`config.mk`:
```
export PLATFORM = sky130hd
export DESIGN_NAME = mac_drain
export DESIGN_NICKNAME = d
export VERILOG_FILES = /design/src/rtl/mac_drain_pkg.sv /design/src/rtl/mac_drain.sv
export SDC_FILE = /design/constraint.sdc
export NUM_CORES = 1
export LEC_CHECK = 0
export ABC_AREA = 1
export CAP_MARGIN = 15
export CORE_MARGIN = 1.5
export CORE_UTILIZATION = 50
export DETAILED_ROUTE_END_ITERATION = 8
export GPL_ROUTABILITY_DRIVEN = 0
export PLACE_DENSITY = 0.86
export RECOVER_POWER = 100
export SYNTH_ARGS = -nofsm -noshare
export SYNTH_HDL_FRONTEND = slang
export SYNTH_SLANG_ARGS = --single-unit
export TNS_END_PERCENT = 100
```
`constraint.sdc`:
```
create_clock -name clk -period 12 [get_ports clk]
set_input_delay 1.8 -clock clk [delete_from_list [all_inputs] [get_ports clk]]
set_output_delay 1.8 -clock clk [all_outputs]
set_load 0.005 [all_outputs]
```
`src/rtl/mac_drain_pkg.sv`:
```
// Shared constants and state type for the mac_drain serializer.
package mac_drain_pkg;

   localparam int NUM_CH               = 16;
   localparam int CH_IDX_WIDTH         = 4;
   localparam int DEFAULT_OUTPUT_WIDTH = 16;

   localparam logic [CH_IDX_WIDTH-1:0] LAST_CH = CH_IDX_WIDTH'(NUM_CH - 1);

   typedef enum logic {
      IDLE   = 1'b0,
      STREAM = 1'b1
   } state_t;

endpackage

```
`src/rtl/mac_drain.sv`:
```
// Captures 16 parallel MAC results and drains them one channel per beat over a
// valid/ready stream. Define MAC_DRAIN_RELU_EN to clamp negative results to 0 at capture.
module mac_drain
   import mac_drain_pkg::*;
#(
   parameter int OUTPUT_WIDTH = DEFAULT_OUTPUT_WIDTH
) (
   input  logic                           clk,
   input  logic                           arst_in,
   input  logic                           capture,
   input  logic signed [OUTPUT_WIDTH-1:0] mac_out0,
   input  logic signed [OUTPUT_WIDTH-1:0] mac_out1,
   input  logic signed [OUTPUT_WIDTH-1:0] mac_out2,
   input  logic signed [OUTPUT_WIDTH-1:0] mac_out3,
   input  logic signed [OUTPUT_WIDTH-1:0] mac_out4,
   input  logic signed [OUTPUT_WIDTH-1:0] mac_out5,
   input  logic signed [OUTPUT_WIDTH-1:0] mac_out6,
   input  logic signed [OUTPUT_WIDTH-1:0] mac_out7,
   input  logic signed [OUTPUT_WIDTH-1:0] mac_out8,
   input  logic signed [OUTPUT_WIDTH-1:0] mac_out9,
   input  logic signed [OUTPUT_WIDTH-1:0] mac_out10,
   input  logic signed [OUTPUT_WIDTH-1:0] mac_out11,
   input  logic signed [OUTPUT_WIDTH-1:0] mac_out12,
   input  logic signed [OUTPUT_WIDTH-1:0] mac_out13,
   input  logic signed [OUTPUT_WIDTH-1:0] mac_out14,
   input  logic signed [OUTPUT_WIDTH-1:0] mac_out15,
   output logic signed [OUTPUT_WIDTH-1:0] data_out,
   output logic                           data_valid,
   input  logic                           data_ready,
   output logic [CH_IDX_WIDTH-1:0]        ch_idx,
   output logic                           last,
   output logic                           busy,
   output logic                           overrun
);

   state_t                         state;
   logic signed [OUTPUT_WIDTH-1:0] mac_in [NUM_CH];
   logic signed [OUTPUT_WIDTH-1:0] hold   [NUM_CH];
   logic [CH_IDX_WIDTH-1:0]        next_ch;
   logic                           xfer;
   logic                           load;

   function automatic logic signed [OUTPUT_WIDTH-1:0] relu(input logic signed [OUTPUT_WIDTH-1:0] v);
`ifdef MAC_DRAIN_RELU_EN
      return v[OUTPUT_WIDTH-1] ? '0 : v;
`else
      return v;
`endif
   endfunction

   assign mac_in = '{mac_out0,  mac_out1,  mac_out2,  mac_out3,
                     mac_out4,  mac_out5,  mac_out6,  mac_out7,
                     mac_out8,  mac_out9,  mac_out10, mac_out11,
                     mac_out12, mac_out13, mac_out14, mac_out15};

   // A capture is only taken when idle or when it lands exactly on the final
   // transfer, so a back-to-back frame streams with no bubble.
   assign xfer    = (state == STREAM) && data_ready;
   assign load    = capture && ((state == IDLE) || (xfer && (ch_idx == LAST_CH)));
   assign next_ch = ch_idx + 1'b1;

   assign data_valid = (state == STREAM);
   assign busy       = (state == STREAM);
   assign last       = data_valid && (ch_idx == LAST_CH);

   // NOTE: the holding bank is cleared by reset because the reset contract
   // requires it; it is small enough to live in flops rather than a RAM.
   // NOTE: all state uses non-blocking assignments so every register samples
   // pre-edge values regardless of statement order.
   always_ff @(posedge clk or posedge arst_in) begin
      if (arst_in) begin
         state    <= IDLE;
         ch_idx   <= '0;
         data_out <= '0;
         overrun  <= 1'b0;
         for (int i = 0; i < NUM_CH; i++) hold[i] <= '0;
      end else begin
         if (load) begin
            for (int i = 0; i < NUM_CH; i++) hold[i] <= relu(mac_in[i]);
            data_out <= relu(mac_in[0]);
            ch_idx   <= '0;
            state    <= STREAM;
         end else if (xfer) begin
            if (ch_idx == LAST_CH) begin
               state <= IDLE;
            end else begin
               ch_idx   <= next_ch;
               data_out <= hold[next_ch];
            end
         end

         if (capture && (state == STREAM) && !load) overrun <= 1'b1;
      end
   end

endmodule

```
* Word level (Yosys, flattened, before mapping)
Cells that the tools add are included.
Storage, ports and cells: output and inout bits 24, input bits 260, logic and storage cells 50, flip-flop bits (word level) 278
Cells by class: muxes and demuxes 12, add/subtract/negate cells 1, equal/unequal tests 2, magnitude comparators 1, bitwise logic cells 2, reduce and logical (&&, ||, !) cells 12
Operator list (number):
- 16-bit two-way mux | 5
- 16-bit binary-select mux with 4-bit select | 1
- 4-bit two-way mux | 3
- 1-bit logical AND | 6
- 5-bit >= comparator (second input constant) | 1
- 4-bit inverter with 5-bit output | 1
- 4-bit by 1-bit adder with 4-bit output (second input constant) | 1
- 4-bit == test (second input constant) | 1
- 2-bit AND reduction | 2
- 2-bit nonzero test | 2
- 1-bit two-way mux | 3
- 2-bit != test (second input constant) | 1
- 1-bit zero test | 1
- 1-bit logical OR | 1
- 1-bit inverter | 1

* Depth between registers and ports, before layout
depth in word-level cells 8, mapped depth 10, mapped depth without buffers 8

* Worst setup path before layout
No wires, ideal clock.
path kind input port to flip-flop, start point in data_ready, end point reg hold[0] (netlist bit), stages on the path 7, path slack 9171 ps, required time 11922 ps, arrival time 2751 ps, path buffers 2, setup time 78 ps, path through nand2_1 > o21ai_2 > nand2_2 > clkbuf_1 > clkbuf_1 > nor2_1 > a21oi_1
On the way: word-level cells in the longest chain between the ends 4
RTL lines:
- from (decl) | line mac_drain.sv:29 | input logic data_ready,
- 1-bit logical AND | line mac_drain.sv:58 | assign xfer = (state == STREAM) && data_ready;
- 1-bit logical AND | line mac_drain.sv:59 | assign load = capture && ((state == IDLE) || (xfer && (ch_idx == LAST_CH)));
- 1-bit logical OR | line mac_drain.sv:59
- 1-bit logical AND | line mac_drain.sv:59
- to (decl) | line mac_drain.sv:38 | logic signed [OUTPUT_WIDTH-1:0] hold [NUM_CH];
No other way between the ends. A chain may end at the register's enable or synchronous reset.

* Worst setup path after layout
start point reg ch_idx[0], end point reg hold[169] (netlist bit)
On the way: word-level cells in the longest chain between the ends 4
RTL lines:
- from (decl) | line mac_drain.sv:30 | output logic [CH_IDX_WIDTH-1:0] ch_idx,
- from (signal assigned) | line mac_drain.sv:87 | ch_idx <= next_ch;
- 4-bit == test | line mac_drain.sv:59
- 1-bit logical AND | line mac_drain.sv:59
- 1-bit logical OR | line mac_drain.sv:59
- 1-bit logical AND | line mac_drain.sv:59
No other way between the ends.

==> results_dict.tcl <==
set metrics [dict create \
    status "finished, violations left" \
    violations "capacitance limit, slew limit" \
    cts_made_buffers 29 \
    utilization_pct 66.0 \
    hold_violations 0 \
    setup_ws_ps 4710 \
    final_nets 2236 \
    first_pass_iters 6 \
    worstPathMaxFanout 172 \
    slew_violations 309 \
    die_h_um 166 \
    ys.flop_type "dfrtp_1" \
    wl_per_cell_um 17.1 \
    avgSynthCellArea_um2 7.52 \
    synth-edff-count 0 \
    synth.most_common_cell "nand2_1" \
    cts_tree "yes" \
    fmax_mhz 137 \
    cp.arrival_ps 7510 \
    crit_buf_inv 1 \
    design.core.area_um2 26100 \
    rows 59 \
    clock_latency_ps 540 \
    drt_iter0_drc 1547 \
    wl_um 39900 \
    grt_pass1_wl_um 63300 \
    cts_buffer_depth 3 \
    cts.clk_slew.worst_paths_ps 60 \
    max-slew-margin-rel_pct -273 \
    hold_class "flop to flop" \
    fin_crit_sh_pct 60.7 \
    yosys_warnings 0 \
    crit_chain "ha_1 > nand3_1 > o21ai_0 > nand2_8 > clkbuf_1 > a21oi_1" \
    leakagePower_nw 8.66 \
    cts_resized 0 \
    clock-root-buffer "clkbuf_16" \
    period_minus_slack_ps 7290 \
    synth.largest_area_cell "dfrtp_1" \
    cts_sinks 278 \
    syn_nets 2027 \
    ys_seq_elements 278 \
    dieWidth_um 166 \
    vias 12600 \
    async_flop_share_pct 100 \
    required_ps 12220 \
    worstSetupPathType "flop to flop" \
    powerDensity_nw_per_um2 258 \
    startpoint_type "flop" \
    drive_gt1_share_pct 3.16 \
    max_cap_viol_count 3 \
    multi_input_area_um2 4850 \
    min_from "overrun" \
    start_util_pct 51.0 \
    viasPerCell 5.41 \
    nFillCells 2127 \
    post_cts_buffers 0 \
    io_buffers 283 \
    pre_cts_ws_ps 7220 \
    place_area_um2 16200 \
    drc 0 \
    syn_area_um2 13300 \
    design_area_um2 17200 \
    synth_commonest_cells "309 x nand2_1, 278 x dfrtp_1, 278 x inv_1, 257 x nor2_1, 256 x a21oi_1" \
    finalPower_mw 4.43 \
    slowest_delay_ps 3220 \
    dp_cells 2279 \
    rsz0062_at_grt "false" \
    stdcell_count 2330 \
    cp_slowest_cell "clkbuf_1" \
    worstSetupEndpointType "flop" \
    cp_top_family "buffers and inverters" \
    fin_setup_tns_ps 0 \
    whs_ps 471 \
    synth_area_leaders "dfrtp_1 52%, a21oi_1 9.6%, nand2_1 8.7%, nand3_1 8.0%, inv_1 7.9%" \
    area_delta_synth_final_pct 29.4 \
    dp_hpwl_um 27100 \
    yosysSeqAreaShare_pct 52.4 \
    grt_util_all_layers_pct 28.6 \
    antenna_left 0 \
    grt_max_degree 262 \
    r2r_start "ch_idx[0]" \
    grt_overflow 0 \
    n_antenna_cell 0 \
    cts-htree-levels 1 \
    pin_count 284 \
    holdBufCountCts 0 \
    die_area_um2 27600 \
    worst_slew_pin_slew_ps 5560 \
    syn_inst 1766 \
    yosys.area.top_type_share_pct 52.4 \
    setup_viol_count_final 0 \
    fin_skew_ps 11.0 \
    grt_pass1_vias 12500 \
    synth.distinct_cells 22 \
    startpoint "ch_idx[0]" \
    seqCellArea_um2 6960 \
    peakVddDrop_mv 0.148 \
    antenna_found_initial 0 \
]
[where the power goes]
group          total, mW  internal [mW]  switching [mW]  leakage (nW)
registers           1.59           1.41           0.184          3.00
clock network      0.940          0.570           0.370         0.493
logic               1.90          0.673            1.23          5.17
total               4.43           2.65            1.78          8.66
[flip-flops by register name, indices dropped and copies added (netlist names)]
| signal | flops |
|---|---|
| hold | 256 |
| data_out | 16 |
| ch_idx | 4 |
| busy | 1 |
| overrun | 1 |
[final timing paths]
| kind | endpoint | cells past startpoint | slack, ps |
|---|---|---|---|
| worst max-delay path | hold[169] | 6 | 4710 |
| worst min-delay path | overrun | 1 | 470 |
| worst max register to register | hold[169] | 6 | 4710 |
| worst min register to register | overrun | 1 | 470 |
| max in group asynchronous | hold[116] | 2 | 6090 |
| min in group asynchronous | hold[165] | 2 | 3450 |
[cell families (layout without fill, tap and decap cells)]
| kind of cell | Yosys count | after routing | synth area share, % |
|---|---|---|---|
| xor+xnor | 4 | 4 | 0.320 |
| compound gates | 310 | 310 | 11.7 |
| fa+ha+maj | 1 | 1 | 0.0942 |
| flops | 278 | 278 | 52.4 |
| buf+inv | 393 | 622 | 11.4 |
| simple gates | 780 | 780 | 24.1 |
[placed cells by master (no fill, tap or decap), drive strengths merged, types with 25 or more instances in the layout]
cell	count
nand2	310
dfrtp	278
inv	278
clkdlybuf4s50	258
nor2	257
a21oi	256
nand3	213
o21ai	52
clkbuf	41
dlygate4sd3	25
[layout make-up]
| cell class | count | share of cell area (%) |
|---|---|---|
| Tap cell | 335 | 2.44 |
| Timing Repair Buffer | 292 | 17.0 |
| Sequential cell | 278 | 40.4 |
| Inverter | 279 | 6.11 |
| Clock buffer | 40 | 4.87 |
| Clock inverter | 11 | 0.938 |
| Multi-Input combinational cell | 1095 | 28.2 |
[routing by layer]
metal | global-route usage, % | wire length, µm | share of wire (%) | vias up
met5 | 0 | 0 | 0 | -
met4 | 12.9 | 2020 | 5.1 | 0
met3 | 3.91 | 2900 | 7.3 | 112
met2 | 46.6 | 19000 | 48 | 617
met1 | 38.4 | 16000 | 40 | 5989
li1 | - | - | - | 5894
Power figures use the tool's default switching activity.
